===== config.mk =====
export PLATFORM = sky130hd
export DESIGN_NAME = unit_dispatcher
export DESIGN_NICKNAME = d
export VERILOG_FILES = /design/src/rtl/unit_dispatcher_pkg.sv /design/src/rtl/unit_dispatcher_cmd_fifo.sv /design/src/rtl/unit_dispatcher.sv
export SDC_FILE = /design/constraint.sdc
export NUM_CORES = 1
export LEC_CHECK = 0
export CAP_MARGIN = 20
export CORE_MARGIN = 2
export CORE_UTILIZATION = 54
export CTS_BUF_LIST = sky130_fd_sc_hd__clkbuf_16
export CTS_CLUSTER_SIZE = 12
export DETAILED_ROUTE_END_ITERATION = 8
export PLACE_DENSITY = 0.86
export SYNTH_ARGS = -nofsm -noshare
export SYNTH_HDL_FRONTEND = slang
export SYNTH_SLANG_ARGS = --single-unit

===== constraint.sdc =====
create_clock -name clk -period 3.8 [get_ports clk]
set_input_delay 0.95 -clock clk [delete_from_list [all_inputs] [get_ports clk]]
set_output_delay 0.95 -clock clk [all_outputs]
set_load 0.1 [all_outputs]

===== src/rtl/unit_dispatcher_pkg.sv =====
// -----------------------------------------------------------------------------
// unit_dispatcher_pkg
// Shared definitions for the NPU unit dispatcher:
//   - 2-bit FSM state encoding (IDLE, ISSUE, WAIT_DONE, RESPOND)
//   - unit command record {ptr, params, tag} as carried through the FIFO
//   - default FIFO depth and default WAIT_DONE timeout
//   - saturating 8-bit increment used by the error counter
// -----------------------------------------------------------------------------
package unit_dispatcher_pkg;

   localparam logic [1:0] ST_IDLE    = 2'd0;
   localparam logic [1:0] ST_ISSUE   = 2'd1;
   localparam logic [1:0] ST_WAIT    = 2'd2;
   localparam logic [1:0] ST_RESPOND = 2'd3;

   localparam int DEFAULT_CMD_DEPTH = 4;
   localparam int DEFAULT_TIMEOUT   = 1024;

   typedef struct packed {
      logic [31:0] ptr;
      logic [31:0] params;
      logic [3:0]  tag;
   } unit_cmd_t;

   localparam int UNIT_CMD_W = $bits(unit_cmd_t);

   // Increment that sticks at 8'hFF instead of wrapping.
   function automatic logic [7:0] sat_inc8(input logic [7:0] value);
      return (value == 8'hFF) ? value : value + 8'd1;
   endfunction

endpackage


===== src/rtl/unit_dispatcher_cmd_fifo.sv =====
// -----------------------------------------------------------------------------
// cmd_fifo
// Synchronous FIFO with registered full/empty flags and single-cycle push/pop.
// The head entry is presented combinationally on rdata while empty is low.
// Ports:
//   clk, rst_n      clock, synchronous active-low reset (empties the FIFO)
//   push, wdata     write request and data (ignored while full)
//   pop,  rdata     read request (ignored while empty) and head data
//   full, empty     registered occupancy flags
// DEPTH must be a power of two so the pointers wrap naturally.
// -----------------------------------------------------------------------------
module cmd_fifo #(
   parameter int WIDTH = 68,
   parameter int DEPTH = 4
) (
   input  logic             clk,
   input  logic             rst_n,
   input  logic             push,
   input  logic [WIDTH-1:0] wdata,
   input  logic             pop,
   output logic [WIDTH-1:0] rdata,
   output logic             full,
   output logic             empty
);

   localparam int AW = (DEPTH > 1) ? $clog2(DEPTH) : 1;

   logic [WIDTH-1:0] mem_r [DEPTH];
   logic [AW-1:0]    wr_ptr_r;
   logic [AW-1:0]    rd_ptr_r;
   logic [AW:0]      count_r;
   logic [AW:0]      count_next_s;
   logic             full_r;
   logic             empty_r;
   logic             push_ok_s;
   logic             pop_ok_s;

   // Qualify requests against the registered flags and compute next occupancy.
   always_comb begin
      push_ok_s    = push && !full_r;
      pop_ok_s     = pop && !empty_r;
      count_next_s = count_r;
      if (push_ok_s && !pop_ok_s) begin
         count_next_s = count_r + (AW+1)'(1);
      end else if (!push_ok_s && pop_ok_s) begin
         count_next_s = count_r - (AW+1)'(1);
      end else begin
         count_next_s = count_r;
      end
   end

   // Pointer, occupancy and flag registers.
   always_ff @(posedge clk) begin
      if (!rst_n) begin
         wr_ptr_r <= '0;
         rd_ptr_r <= '0;
         count_r  <= '0;
         full_r   <= 1'b0;
         empty_r  <= 1'b1;
      end else begin
         if (push_ok_s) begin
            wr_ptr_r <= wr_ptr_r + AW'(1);
         end
         if (pop_ok_s) begin
            rd_ptr_r <= rd_ptr_r + AW'(1);
         end
         count_r <= count_next_s;
         full_r  <= (count_next_s == (AW+1)'(DEPTH));
         empty_r <= (count_next_s == (AW+1)'(0));
      end
   end

   // Storage array; contents are don't-care until written, so no reset.
   always_ff @(posedge clk) begin
      if (push_ok_s) begin
         mem_r[wr_ptr_r] <= wdata;
      end
   end

   assign rdata = mem_r[rd_ptr_r];
   assign full  = full_r;
   assign empty = empty_r;

endmodule


===== src/rtl/unit_dispatcher.sv =====
// -----------------------------------------------------------------------------
// unit_dispatcher
// Queues commands in a FIFO and dispatches them one at a time to a compute
// unit, waiting for completion (or a timeout abort) before responding.
// Ports:
//   clk, rst_n                       clock, synchronous active-low reset
//   cmd_valid/cmd_ready              command handshake (ready = FIFO not full)
//   cmd_ptr, cmd_params, cmd_tag     command payload
//   unit_start                       one-cycle start pulse to the unit
//   unit_input_ptr, unit_params      operands held stable for the whole command
//   unit_ready, unit_done            unit idle / completion pulse
//   unit_result                      unit result, valid with unit_done
//   rsp_valid/rsp_ready              response handshake
//   rsp_data, rsp_tag, rsp_timeout   response payload (data 0 on timeout)
//   busy                             FSM active or commands queued
//   err_count                        saturating timeout counter
// -----------------------------------------------------------------------------
module unit_dispatcher
   import unit_dispatcher_pkg::*;
#(
   parameter int CMD_DEPTH = DEFAULT_CMD_DEPTH,
   parameter int TIMEOUT   = DEFAULT_TIMEOUT
) (
   input  logic        clk,
   input  logic        rst_n,
   input  logic        cmd_valid,
   output logic        cmd_ready,
   input  logic [31:0] cmd_ptr,
   input  logic [31:0] cmd_params,
   input  logic [3:0]  cmd_tag,
   output logic        unit_start,
   output logic [31:0] unit_input_ptr,
   output logic [31:0] unit_params,
   input  logic        unit_ready,
   input  logic        unit_done,
   input  logic [31:0] unit_result,
   output logic        rsp_valid,
   input  logic        rsp_ready,
   output logic [31:0] rsp_data,
   output logic [3:0]  rsp_tag,
   output logic        rsp_timeout,
   output logic        busy,
   output logic [7:0]  err_count
);

   localparam int TW = $clog2(TIMEOUT);

   logic [1:0]    state_r;
   unit_cmd_t     hold_r;
   logic [TW-1:0] to_cnt_r;
   logic [31:0]   rsp_data_r;
   logic [3:0]    rsp_tag_r;
   logic          rsp_to_r;
   logic [7:0]    err_cnt_r;

   unit_cmd_t     fifo_wdata_s;
   unit_cmd_t     fifo_rdata_s;
   logic          fifo_full_s;
   logic          fifo_empty_s;
   logic          fifo_push_s;
   logic          fifo_pop_s;
   logic          timeout_hit_s;

   // Push/pop requests and timeout detection.
   always_comb begin
      fifo_wdata_s.ptr    = cmd_ptr;
      fifo_wdata_s.params = cmd_params;
      fifo_wdata_s.tag    = cmd_tag;
      fifo_push_s         = cmd_valid && !fifo_full_s;
      fifo_pop_s          = (state_r == ST_IDLE) && !fifo_empty_s;
      timeout_hit_s       = (to_cnt_r == TW'(TIMEOUT - 1));
   end

   cmd_fifo #(
      .WIDTH (UNIT_CMD_W),
      .DEPTH (CMD_DEPTH)
   ) u_cmd_fifo (
      .clk   (clk),
      .rst_n (rst_n),
      .push  (fifo_push_s),
      .wdata (fifo_wdata_s),
      .pop   (fifo_pop_s),
      .rdata (fifo_rdata_s),
      .full  (fifo_full_s),
      .empty (fifo_empty_s)
   );

   // Dispatcher FSM with holding, timeout, response and error registers.
   // The holding register drives the unit operands directly, so they stay
   // stable from ISSUE entry until the next pop after RESPOND.
   always_ff @(posedge clk) begin
      if (!rst_n) begin
         state_r    <= ST_IDLE;
         hold_r     <= '0;
         to_cnt_r   <= '0;
         rsp_data_r <= 32'h0000_0000;
         rsp_tag_r  <= 4'h0;
         rsp_to_r   <= 1'b0;
         err_cnt_r  <= 8'h00;
      end else begin
         case (state_r)
            ST_IDLE: begin
               if (!fifo_empty_s) begin
                  hold_r  <= fifo_rdata_s;
                  state_r <= ST_ISSUE;
               end
            end
            ST_ISSUE: begin
               // No timeout here: a busy unit may stall issue indefinitely.
               if (unit_ready) begin
                  to_cnt_r <= '0;
                  state_r  <= ST_WAIT;
               end
            end
            ST_WAIT: begin
               to_cnt_r <= to_cnt_r + TW'(1);
               // Completion takes priority over a coinciding timeout.
               if (unit_done) begin
                  rsp_data_r <= unit_result;
                  rsp_tag_r  <= hold_r.tag;
                  rsp_to_r   <= 1'b0;
                  state_r    <= ST_RESPOND;
               end else if (timeout_hit_s) begin
                  rsp_data_r <= 32'h0000_0000;
                  rsp_tag_r  <= hold_r.tag;
                  rsp_to_r   <= 1'b1;
                  err_cnt_r  <= sat_inc8(err_cnt_r);
                  state_r    <= ST_RESPOND;
               end
            end
            ST_RESPOND: begin
               if (rsp_ready) begin
                  state_r <= ST_IDLE;
               end
            end
            default: begin
               state_r <= ST_IDLE;
            end
         endcase
      end
   end

   // Outputs are decoded from registered state only, except unit_start which
   // must coincide with the cycle the unit reports ready.
   always_comb begin
      cmd_ready      = !fifo_full_s;
      unit_start     = (state_r == ST_ISSUE) && unit_ready;
      unit_input_ptr = hold_r.ptr;
      unit_params    = hold_r.params;
      rsp_valid      = (state_r == ST_RESPOND);
      rsp_data       = rsp_data_r;
      rsp_tag        = rsp_tag_r;
      rsp_timeout    = rsp_to_r;
      busy           = (state_r != ST_IDLE) || !fifo_empty_s;
      err_count      = err_cnt_r;
   end

endmodule


==> results of run 1 <==
## metal layers
metal / part of all wire / wire [microns] / vias up
li1: - / - / 3924
met1: 0.39 / 12400 / 4257
met2: 0.51 / 16100 / 359
met3: 0.075 / 2390 / 61
met4: 0.028 / 903 / 0
met5: 0 / 0 / -
## final cells by class
type	instances	share of cell area
Sequential cell	406	0.581
Clock buffer	44	0.0589
Antenna cell	2	0.000268
Timing Repair Buffer	231	0.125
Multi-Input combinational cell	456	0.198
Inverter	9	0.00187
Clock inverter	33	0.00998
Tap cell	378	0.0253
## Yosys cell counts, drive strengths merged, types with 11 or more instances
cell type / n / area [sq um]
o21ai: 11 / 66.3
nand2: 158 / 593
nand3: 12 / 60.1
dfxtp: 134 / 2680
a22o: 32 / 280
mux4: 68 / 1530
nor2: 21 / 78.8
edfxtp: 272 / 8170
clkbuf: 34 / 128
buf: 83 / 598
ha: 13 / 163
a21oi: 77 / 385
## how the worst max path moves through the flow
stage / to / slack [ns] / cells past startpoint
final: err_count[3] / 0.68 / 1
after detailed placement: u_cmd_fifo.mem_r[0][64] / 0.75 / 4
after floorplan: u_cmd_fifo.mem_r[0][0] / 0.45 / 3
after global routing: err_count[3] / 0.65 / 1
after CTS: err_count[3] / 0.66 / 1
after global placement: u_cmd_fifo.mem_r[0][18] / 0.78 / 4
## worst min-delay path, stage by stage, from the launching register on
cell	delay, ns
dfxtp_1	0.30
nand2_1	0.05
a21oi_1	0.05
## state kept, by name, indices dropped and copies added, names as in the netlist
| name | count |
|---|---|
| err_count | 8 |
| rsp_data | 32 |
| u_cmd_fifo.count_r | 3 |
| unit_input_ptr | 32 |
| unit_params | 32 |
| state_r | 2 |
| hold_r | 4 |
| rsp_tag | 4 |
| u_cmd_fifo.empty | 1 |
| to_cnt_r | 10 |
| u_cmd_fifo.wr_ptr_r | 2 |
| rsp_timeout | 1 |
| u_cmd_fifo.rd_ptr_r | 2 |
| u_cmd_fifo.full | 1 |
| u_cmd_fifo.mem_r | 272 |
## placed cells by master (no fill, tap or decap), types with 3 or more instances in the layout
cell type,synthesis,routed
inv_1,8,29
nor3_1,6,6
buf_4,65,15
ha_1,13,13
and2_4,1,5
clkinv_1,1,5
o21ai_0,9,9
nand2b_1,5,4
a22o_1,32,32
nand2_1,158,158
mux4_2,68,68
buf_12,0,6
nor2_1,21,21
xor2_1,5,5
a21oi_1,77,77
clkbuf_16,0,44
mux2i_1,3,3
clkinv_2,0,5
clkdlybuf4s50_1,0,210
nand3_1,12,12
xnor2_1,9,9
dfxtp_1,134,132
edfxtp_1,272,272
nor3b_1,3,3
## logic make-up after synthesis
family / after synthesis / share of synthesized area
multiplexers: 71 / 0.102
buffers and inverters: 126 / 0.0497
AND/OR/NAND/NOR: 230 / 0.0671
AO/OA/AOI/OAI: 128 / 0.0522
flip-flops: 406 / 0.710
adder cells (fa/ha/maj): 13 / 0.0106
XOR/XNOR: 14 / 0.00803
## per-stage QoR
step	worst slack [ns]	power (mW)	area (sq um)
after floorplan	0.449	9.33	15300
after global placement	0.781	10.1	17400
after detailed placement	0.749	10.2	17400
after CTS	0.663	14.0	18700
after global routing	0.654	14.4	18700
final	0.683	13.9	18700
## power breakdown
part | switching [mW] | leakage, nW | internal (mW)
logic | 3.10 | 1.98 | 1.35
clock network | 1.58 | 0.710 | 2.21
registers | 0.392 | 3.59 | 5.25
total | 5.07 | 6.28 | 8.82
==> results_dict.tcl, run 1 <==
set metrics [dict create \
    reg2reg_depth 4 \
    maxSlewViolCount 0 \
    hold_path_class "reg -> reg" \
    fillCellCount 1824 \
    rr_endpoint "unit_input_ptr[3]" \
    p_leak_nw 6.28 \
    fin_crit_sh 0.820 \
    cp-startpoint "err_count[3]" \
    grt_start_max_net_pins 72 \
    ctsResizeCount 0 \
    power.density_nw_per_um2 743 \
    r2r_start "u_cmd_fifo.rd_ptr_r[0]" \
    period_minus_slack_ns 3.12 \
    path_cells "clkdlybuf4s50_1" \
    clk_pin_slew_ns 0.06 \
    setup_violations 0 \
    via_per_inst 5.52 \
    die_x_microns 172 \
    h-tree-depth 2 \
    portBuffers 218 \
    first_pass_iters 5 \
    route.detailed.drc 0 \
    worst_pin_slew_ns 1.05 \
    clock_skew_ns 0.0107 \
    cts_tree "done" \
    layout.nets 1265 \
    startpoint_type "flop" \
    worstSetupPathType "reg -> out" \
    grt_pass1_wl_microns 48100 \
    post_drt_wl_per_cell_microns 20.4 \
    top_usage_layer "met2" \
    synthCells 988 \
    fin_cells 1559 \
    cap_violations 0 \
    cts_hold_repair.buffers 0 \
    synth_nets 1107 \
    endpoint_kind "primary output" \
    grt_setup_unrepaired "no" \
    start_util 0.548 \
    peakVddDrop_mv 0.585 \
    fin_util 0.671 \
    place_hpwl_microns 19200 \
    rows 61 \
    multi_input_area_sq_um 3690 \
    gp_congestion 0.768 \
    cts_setup_buffers 0 \
    syn_area_per_cell_sq_um 15.5 \
    crit_fanout 6 \
    cts-buffers-inserted 42 \
    die_h_microns 172 \
    grt_pass1_vias 8732 \
    postRouteAntennaNets 0 \
    worstHoldStart "unit_params[31]" \
    first_iter_violations 562 \
    use_met1 0.267 \
    synth.yosys.warnings 0 \
    synth.distinct_cells 48 \
    via_count 8601 \
    drive_above_1_share 0.134 \
    dp_cells 1480 \
    wirelength_microns 31800 \
    io_pins 219 \
    grt_use_met3 0.0437 \
    gr-usage-met2 0.369 \
    grt-ovfl-total 0 \
    hold_ws_ns 0.453 \
    netlist_area_sq_um 15300 \
    slowest_stage "clkdlybuf4s50_1" \
    tns_ns 0 \
    whs_path_depth 2 \
    dieArea_sq_um 29700 \
    async_reset_ff_frac 0 \
    hold_viol 0 \
    clock-sinks 406 \
    required_ns 2.85 \
    critical_path_arrival_ns 2.17 \
    status "completed" \
    area_delta_synth_final_pct 22.3 \
    synth-main-ff-cell "edfxtp_1" \
    antenna_found_initial 1 \
    critical-path-top-delay-family "buffers and inverters" \
    clk_path_buf_depth 3 \
    relSlewSlack 0.295 \
    min_to "unit_params[31]" \
    grt_use_total 0.214 \
    synth-edff-count 272 \
    yosysSeqAreaShare 0.710 \
    clock_latency_ns 0.53 \
    cts-root-buf "clkbuf_16" \
    final-seq-area_sq_um 10900 \
    ys_ff_latch 406 \
    rrSetupSlack_ns 1.64 \
    path_buf_inv 1 \
    core_sq_um 27900 \
    cpPeakStageDelay_ns 1.19 \
    clock.fmax_mhz 321 \
]
Note: power is estimated with default switching activity, not from simulation.
==> run 2, diff against run 1 <==
- clock period: 3.8 -> 3 ns (I/O delays scaled with it)
==> run 2 against run 1 <==
Effect of this change:
- count of clock-buffer cells in the layout is 1 lower
- worst hold slack worse by 0.0014 ns
- via count is 0.52% higher
- core utilization is 0.37 points lower
- die area stayed put
- sequential power is 26% higher
- largest cell class unchanged
==> results_dict.tcl, run 2 (synthesized netlist as in run 1, its figures left out) <==
set metrics [dict create \
    worstSetupPathType "reg -> out" \
    fin_crit_sh 0.832 \
    rows 61 \
    cts_setup_buffers 0 \
    dieArea_sq_um 29700 \
    clock_latency_ns 0.53 \
    top_usage_layer "met2" \
    power.switching_mw 6.46 \
    r2r_start "state_r[1]" \
    first_pass_iters 5 \
    maxSlewViolCount 0 \
    power_frac_comb 0.325 \
    grt_use_total 0.210 \
    setup_violations 0 \
    largest_reg_flops 272 \
    gp_congestion 0.771 \
    area_delta_synth_final_pct 21.6 \
    p_leak_nw 6.55 \
    status "completed" \
    ctsResizeCount 0 \
    critical_path_arrival_ns 1.75 \
    cts_tree "done" \
    p_int_mw 11.0 \
    clock_skew_ns 0.0109 \
    hold_viol 0 \
    post_drt_wl_per_cell_microns 20.0 \
    place_ws_ns 0.393 \
    startpoint_type "flop" \
    p_sw_frac 0.370 \
    io_pins 219 \
    worstHoldStart "unit_params[27]" \
    reg2reg_depth 7 \
    die_x_microns 172 \
    period_minus_slack_ns 2.50 \
    grt_pass1_wl_microns 47500 \
    rr_endpoint "u_cmd_fifo.full" \
    h-tree-depth 2 \
    rrSetupSlack_ns 0.85 \
    wirelength_microns 31400 \
    grt_start_max_net_pins 47 \
    first_iter_violations 596 \
    clk_path_buf_depth 3 \
    min_to "unit_params[27]" \
    final_cell_mix "edfxtp_1 (272), nand2_1 (158), dfxtp_1 (132), buf_4 (120), clkdlybuf4s50_1 (105)" \
    peakVddDrop_mv 0.696 \
    cts-root-buf "clkbuf_16" \
    via_count 8646 \
    clock-sinks 406 \
    clkPwrFrac 0.269 \
    power_mw 17.5 \
    required_ns 2.25 \
    relSlewSlack 0.550 \
    postRouteAntennaNets 0 \
    drive_above_1_share 0.229 \
    hold_ws_ns 0.452 \
    hold_path_class "reg -> reg" \
    clk_pin_slew_ns 0.06 \
    layout_commonest_cell "edfxtp_1" \
    cts_hold_repair.buffers 0 \
    endpoint_kind "primary output" \
    whs_path_depth 2 \
    worst_pin_slew_ns 0.675 \
    start_util 0.548 \
    route.detailed.drc 0 \
    power_frac_seq 0.406 \
    antenna_found_initial 2 \
    cts-buffers-inserted 42 \
    crit_fanout 4 \
    layout.nets 1274 \
    regMostFlops "u_cmd_fifo.mem_r" \
    clock.fmax_mhz 401 \
    via_per_inst 5.51 \
    grt-ovfl-total 0 \
    place_hpwl_microns 20100 \
    use_met1 0.263 \
    gr-usage-met2 0.366 \
    tns_ns 0 \
    portBuffers 218 \
    grt_setup_unrepaired "no" \
    power.density_nw_per_um2 940 \
    cap_violations 0 \
    core_sq_um 27900 \
    grt_use_met3 0.0430 \
    grt_pass1_vias 8844 \
    worst_slack_ns 0.505 \
    fillCellCount 1839 \
    die_h_microns 172 \
]
[run 2: cell types whose count changed in the layout (fill, tap and decap cells not counted)]
| cell | delta |
|---|---|
| bufinv_16 | -1 |
| clkdlybuf4s50_1 | -105 |
| buf_4 | +105 |
| clkinv_2 | +1 |
| diode_2 | -1 |
| buf_12 | +8 |
| inv_6 | -1 |
| clkinv_8 | +2 |
| clkinv_1 | +1 |
[run 2: power by group through the flow]
stage               Sequential (mW)  Combinational, mW  Clock [mW]
floorplan                      7.28               4.53           0
global placement               7.17               5.63           0
detailed placement             7.20               5.70           0
CTS                            7.10               5.72        4.79
global route                   7.16               5.96        5.02
finish                         7.09               5.68        4.70
[run 2: cell type report]
class | instances | area, sq um | area share
flip-flops and latches | 406 | 10900 | 0.584
multi-input cells | 456 | 3690 | 0.199
repair buffers | 240 | 2260 | 0.121
clock buffers | 43 | 1080 | 0.0579
well taps | 378 | 473 | 0.0254
clock inverters | 35 | 189 | 0.0102
inverters | 9 | 35.0 | 0.00189
diodes | 1 | 2.50 | 0.000135
[run 2: worst max-delay path by stage]
stage	startpoint	slack, ns	end
floorplan	cmd_valid	0.59	u_cmd_fifo.mem_r[0][0]
global placement	rst_n	0.43	rsp_data[10]
detailed placement	rst_n	0.39	rsp_data[15]
CTS	state_r[0]	0.48	busy
global route	state_r[0]	0.42	busy
finish	state_r[0]	0.50	busy
[run 2: critical path, stage by stage (launching register included)]
cell and delay, ns:
dfxtp_1 0.38, inv_1 0.10, ha_1 0.26, nand2_1 0.16
buf_4 0.32
[run 2: per-stage QoR]
stage,cells,utilization,instance area [sq um]
final,1568,0.667,18600
after global routing,1567,0.667,18600
after CTS,1566,0.666,18600
after detailed placement,1488,0.621,17300
after global placement,1488,0.621,17300
after floorplan,988,-,15300
[run 2: metal layers]
layer  up-vias  wire, microns
met3        58           2270
li1       3942              -
met5         -             13
met4         2            711
met2       319          15900
met1      4325          12500
